--- src/rtl/name_record_packer.sv ---
// name_record_packer: buffers one FASTQ read name and emits it as 160-bit
// count-prefixed words; optional trailer word via NAME_PACK_TRAILER_EN.
module name_record_packer #(
  parameter int CHAR_W    = 8,
  parameter int PAY_W     = 128,
  parameter int CNT_W     = 32,
  parameter int MAX_WORDS = 16,
  parameter int ADDR_W    = 4
) (
  input  logic                   clk,
  input  logic                   rst_n,
  input  logic [CHAR_W-1:0]      in_char,
  input  logic                   in_valid,
  input  logic                   in_last,
  output logic                   in_ready,
  output logic [PAY_W+CNT_W-1:0] out_word,
  output logic                   out_valid,
  input  logic                   out_ready,
  output logic                   out_first,
  output logic                   overflow
);

  localparam int CPW   = PAY_W / CHAR_W;
  localparam int IDX_W = $clog2(CPW);
  localparam int WC_W  = ADDR_W + 1;
  localparam int CH_W  = ADDR_W + IDX_W + 1;
`ifdef NAME_PACK_TRAILER_EN
  localparam logic [WC_W-1:0] TRL = WC_W'(1);
`else
  localparam logic [WC_W-1:0] TRL = '0;
`endif

  typedef enum logic {FILL, EMIT} state_t;

  state_t             state_q, state_d;
  logic [PAY_W-1:0]   buf_q [MAX_WORDS];
  logic [PAY_W-1:0]   buf_d [MAX_WORDS];
  logic [PAY_W-1:0]   pay_q, pay_d, pay_n;
  logic [IDX_W-1:0]   idx_q, idx_d;
  logic [WC_W-1:0]    wc_q, wc_d;
  logic [WC_W-1:0]    rd_q, rd_d;
  logic               ovf_done_q, ovf_done_d;
  logic [WC_W-1:0]    total, remain;
  logic [PAY_W-1:0]   payload;
  logic               full, acc;
`ifdef NAME_PACK_TRAILER_EN
  logic [CH_W-1:0]    chars_q, chars_d;
`endif

  always_comb begin
    state_d    = state_q;
    buf_d      = buf_q;
    pay_d      = pay_q;
    idx_d      = idx_q;
    wc_d       = wc_q;
    rd_d       = rd_q;
    ovf_done_d = ovf_done_q;
`ifdef NAME_PACK_TRAILER_EN
    chars_d    = chars_q;
`endif
    pay_n      = pay_q;
    payload    = '0;
    out_word   = '0;
    out_valid  = 1'b0;
    out_first  = 1'b0;
    in_ready   = (state_q == FILL);
    full       = (wc_q == WC_W'(MAX_WORDS));
    acc        = in_valid && in_ready;
    overflow   = acc && full && !in_last && !ovf_done_q;
    total      = wc_q + TRL;
    remain     = total - rd_q;
    unique case (state_q)
      FILL: begin
        if (acc) begin
          if (!full) begin
            pay_n = pay_q | ({{(PAY_W-CHAR_W){1'b0}}, in_char}
                             << (idx_q * CHAR_W));
`ifdef NAME_PACK_TRAILER_EN
            chars_d = chars_q + CH_W'(1);
`endif
            if (idx_q == IDX_W'(CPW-1) || in_last) begin
              buf_d[wc_q[ADDR_W-1:0]] = pay_n;
              wc_d  = wc_q + WC_W'(1);
              pay_d = '0;
              idx_d = '0;
            end else begin
              pay_d = pay_n;
              idx_d = idx_q + IDX_W'(1);
            end
          end
          if (overflow) ovf_done_d = 1'b1;
          if (in_last) begin
            state_d = EMIT;
            rd_d    = '0;
          end
        end
      end
      EMIT: begin
        out_valid = 1'b1;
        out_first = (rd_q == '0);
`ifdef NAME_PACK_TRAILER_EN
        // the slot past the last data word is the character-count trailer
        if (rd_q < wc_q) payload = buf_q[rd_q[ADDR_W-1:0]];
        else payload = {{(PAY_W-CH_W){1'b0}}, chars_q};
`else
        payload = buf_q[rd_q[ADDR_W-1:0]];
`endif
        out_word = {payload, {(CNT_W-WC_W){1'b0}}, remain};
        if (out_ready) begin
          if (remain == WC_W'(1)) begin
            state_d    = FILL;
            wc_d       = '0;
            rd_d       = '0;
            ovf_done_d = 1'b0;
`ifdef NAME_PACK_TRAILER_EN
            chars_d    = '0;
`endif
          end else begin
            rd_d = rd_q + WC_W'(1);
          end
        end
      end
    endcase
  end

  always_ff @(posedge clk or negedge rst_n) begin
    if (!rst_n) begin
      state_q    <= FILL;
      buf_q      <= '{default: '0};
      pay_q      <= '0;
      idx_q      <= '0;
      wc_q       <= '0;
      rd_q       <= '0;
      ovf_done_q <= 1'b0;
`ifdef NAME_PACK_TRAILER_EN
      chars_q    <= '0;
`endif
    end else begin
      state_q    <= state_d;
      buf_q      <= buf_d;
      pay_q      <= pay_d;
      idx_q      <= idx_d;
      wc_q       <= wc_d;
      rd_q       <= rd_d;
      ovf_done_q <= ovf_done_d;
`ifdef NAME_PACK_TRAILER_EN
      chars_q    <= chars_d;
`endif
    end
  end

endmodule
--- config.mk ---
export PLATFORM = sky130hd
export DESIGN_NAME = name_record_packer
export DESIGN_NICKNAME = d
export VERILOG_FILES = /design/src/rtl/name_record_packer.sv
export SDC_FILE = /design/constraint.sdc
export NUM_CORES = 2
export LEC_CHECK = 0
export ABC_AREA = 1
export BUFFER_PORTS_ARGS = -buffer_cell sky130_fd_sc_hd__clkbuf_2
export CAP_MARGIN = 20
export CORE_MARGIN = 2
export CORE_UTILIZATION = 46
export DETAILED_ROUTE_END_ITERATION = 8
export PLACE_DENSITY = 0.59
export SLEW_MARGIN = 20
export SYNTH_ARGS = -nofsm -noshare
export SYNTH_HDL_FRONTEND = slang
export SYNTH_SLANG_ARGS = --single-unit
--- constraint.sdc ---
create_clock -name clk -period 3.4 [get_ports clk]
set_clock_uncertainty 0.05 [all_clocks]
set_input_delay 0.51 -clock clk [delete_from_list [all_inputs] [get_ports clk]]
set_output_delay 0.51 -clock clk [all_outputs]
set_load 0.05 [all_outputs]
==> flow_metrics.env <==
export IMPL_syn_inst=12100
export IMPL_leakagePower_nw=52.8
export IMPL_crit_type="reg2out"
export IMPL_grt_pass1_vias=83000
export IMPL_n_fill_cell=19200
export IMPL_top_layer="met5"
export IMPL_vdd_drop_max_uv=857
export IMPL_cts_made_buffers=225
export IMPL_synth_ff_type="dfrtp_1"
export IMPL_met1_length_mm=148
export IMPL_antenna_found_initial=11
export IMPL_ys_warn_count=0
export IMPL_ys_seq_area_share_pct=55.7
export IMPL_crit_fanout=12
export IMPL_drt_iter0_drc=9913
export IMPL_synth_top_family_by_area="compound AO/OA/AOI/OAI gates"
export IMPL_fin_cells=15100
export IMPL_grt_pass1_wl_mm=521
export IMPL_synth_compound_area_share_pct=19.8
export IMPL_synthMuxAreaShare_pct=0
export IMPL_worst_slack_ns=-0.249
export IMPL_cts_tree="done"
export IMPL_path_clk_slew_ns=0.06
export IMPL_final_hold_violation_count=0
export IMPL_track_usage_pct=31.0
export IMPL_clock_path_buffers=3
export IMPL_cp_end_kind="output port"
export IMPL_outcome="complete, but fails checks"
export IMPL_viasPerCell=5.79
export IMPL_cts_sinks=2192
export IMPL_fmax_ghz=0.274
export IMPL_setup_violations=133
export IMPL_synthSimpleGateAreaFrac_pct=18.3
export IMPL_die_h_um=467
export IMPL_synth_top_area_cell="dfrtp_1"
export IMPL_synthTopCellsByArea="dfrtp_1 (56%), o21ai_0 (16%), nand2_1 (11%), nor2_1 (6.6%), clkbuf_1 (2.6%)"
export IMPL_slowest_delay_ns=0.47
export IMPL_async_flop_share_pct=100
export IMPL_syn_to_final_growth_pct=20.6
export IMPL_dr_wl_met3_mm=27.1
export IMPL_slew_headroom_pct=36.7
export IMPL_io_pins=177
export IMPL_drt_pre_antenna_iters=6
export IMPL_rows=169
export IMPL_min_period_over_period_pct=107
export IMPL_setup_tns_ns=-15.33
export IMPL_cap_violations=0
export IMPL_placement_io_buffers=149
export IMPL_postRouteAntennaNets=0
export IMPL_synthAdderAreaFrac_pct=0.160
export IMPL_worst_ep_required_time_ns=2.84
export IMPL_hp_class="in2reg"
export IMPL_dp_cells=14400
export IMPL_start_kind="register"
export IMPL_drc=0
export IMPL_power_density_mw_per_mm2=872
export IMPL_dp_hpwl_mm=185
export IMPL_dr_wl_met2_mm=157
export IMPL_layout_drive_gt1_share_pct=11.2
export IMPL_clock_latency_ns=0.89
export IMPL_yosysUniqueCellTypes=35
export IMPL_grt_ovfl_total=0
export IMPL_min_period_ns=3.65
export IMPL_syn_area_per_cell_um2=8.11
export IMPL_core_region_area_mm2=0.212
export IMPL_finish_utilization_pct=55.9
export IMPL_cp_slowest_cell="dfrtp_4"
export IMPL_start_util_pct=46.4
export IMPL_synth_area_mm2=0.0984
export IMPL_synth_seq_cells=2192
export IMPL_vias=87100
export IMPL_synth_edff_count=0
export IMPL_worstPathArrival_ns=3.09
export IMPL_cp_cell_sequence="buf_12 > inv_16 > buf_4 > bufbuf_16 > o21ai_1 > nand2_1 > nand2_1 > nand3_4 > nor2_4 > nor2_2 > buf_12"
export IMPL_synth_top_area_share_pct=55.7
export IMPL_nets=12100
export IMPL_htree_levels=4
export IMPL_grt_start_max_net_pins=141
export IMPL_rsz0062_at_grt="yes"
export IMPL_violations="setup timing"
export IMPL_wire_per_inst_um=22.9
export IMPL_root_buffer="clkbuf_16"
export IMPL_synthXorXnorAreaFrac_pct=0.00890
export IMPL_finalWirelength_mm=345
export IMPL_finalMaxSlewViolations=0
export IMPL_globalplace_congestion=0.882
export IMPL_die_area_mm2=0.218
export IMPL_tightest_slew_ns=0.949
export IMPL_die_w_um=467
## metal layers
metal	vias to the layer above	global-route usage (%)
met5	-	0
met4	4	11.3
met3	678	4.39
met2	3863	49.0
met1	42900	43.4
li1	39600	-
## path summary, 6_finish.rpt
| kind | startpoint | endpoint | slack, ns | depth (start not counted) |
|---|---|---|---|---|
| max | rd_q[0]$_DFFE_PN0P_ | out_word[143] | -0.25 | 11 |
| min | in_last | state_q$_DFF_PN0_ | 0.07 | 3 |
| max reg2reg | idx_q[1]$_DFFE_PN0P_ | buf_q[1502]$_DFFE_PN0P_ | 0.35 | 7 |
| min reg2reg | buf_q[1340]$_DFFE_PN0P_ | buf_q[1340]$_DFFE_PN0P_ | 0.43 | 2 |
| max in group asynchronous | rst_n | buf_q[285]$_DFFE_PN0P_ | 1.93 | 4 |
| min in group asynchronous | rst_n | buf_q[630]$_DFFE_PN0P_ | 0.14 | 2 |
## report_power, final
group	leakage, nW	total (W)	internal, W	switching, W
clock	3.75	0.0255	0.0148	0.0107
combinational	18.9	0.0510	0.0200	0.0311
sequential	30.2	0.0269	0.0266	0.000349
total	52.8	0.104	0.0613	0.0422
## layout by cell type, fill, tap and decap left out, types with 135 or more instances in the layout
master     netlist  layout
nand2_1       2831    2827
o21ai_1        270     414
buf_4           35     253
inv_1          341     332
dfrtp_1       2192    2187
clkbuf_16        0     267
o22ai_1        135     135
nor2_1        1726    1587
buf_12           0     266
o21ai_0       3052    2900
## synth_stat cells, types with 48 or more instances
cell,count
a211oi_1,54
buf_2,299
nand2_1,2831
o22ai_1,135
dfrtp_1,2192
o21bai_1,48
inv_1,341
o21ai_1,270
nand3_1,102
o21ai_0,3052
clkbuf_1,674
a21oi_1,114
nor2_1,1726
buf_1,52
a31oi_1,93
## critical path, delay by kind of cell (launching register included)
family / cells / cell delay (ns)
AOI/OAI and AO/OA: 1 / 0.17
buffers and inverters: 5 / 0.92
DFF: 1 / 0.47
and+or+nand+nor: 5 / 0.66
## area by class of cell
cell class	count	area, µm²	area share [%]
antenna	9	22.5	0.0190
inverter	358	1440	1.21
clock buffer	356	6880	5.80
timing repair buffer	717	11700	9.83
multi-input combinational	8542	39500	33.3
sequential	2192	54900	46.2
tap	2821	3530	2.97
clock inverter	56	702	0.591
timing repair inverter	6	80.1	0.0675
## flip-flops by register name (all words and copies together), names as in the netlist
name and count:
state_q 1, pay_q 128, ovf_done_q 1, rd_q 5, wc_q 5, buf_q 2048, idx_q 4
## metrics by stage
| step | setup slack [ns] | hold WS (ns) | total power [W] | area (µm²) |
|---|---|---|---|---|
| after floorplan | 0.341 | 0.164 | 0.0499 | 98500 |
| after detailed placement | 0.247 | 0.417 | 0.0679 | 105000 |
| after global placement | 0.212 | 0.410 | 0.0679 | 105000 |
| final | -0.249 | 0.0717 | 0.104 | 119000 |
| after CTS | -0.232 | 0.0156 | 0.101 | 117000 |
| after global routing | -0.335 | 0.0461 | 0.108 | 119000 |
## cells by family after synthesis
group                    count (synthesis)
other                                    1
AND/OR/NAND/NOR                       4719
adder cells (fa/ha/maj)                 12
flip-flops                            2192
AO/OA/AOI/OAI                         3783
XOR/XNOR                                 1
buffers and inverters                 1422
## timing repair
item | CTS | global route
hold buffers | 3 | 0
buffers inserted | 61 | 28
resized for setup | 445 | 243
pin swaps | 55 | 62
cloned | 64 | 38
endpoints found under the hold margin | 276 | 0
endpoints found under the setup margin | 134 | 134
(Power assumes the default switching activity.)
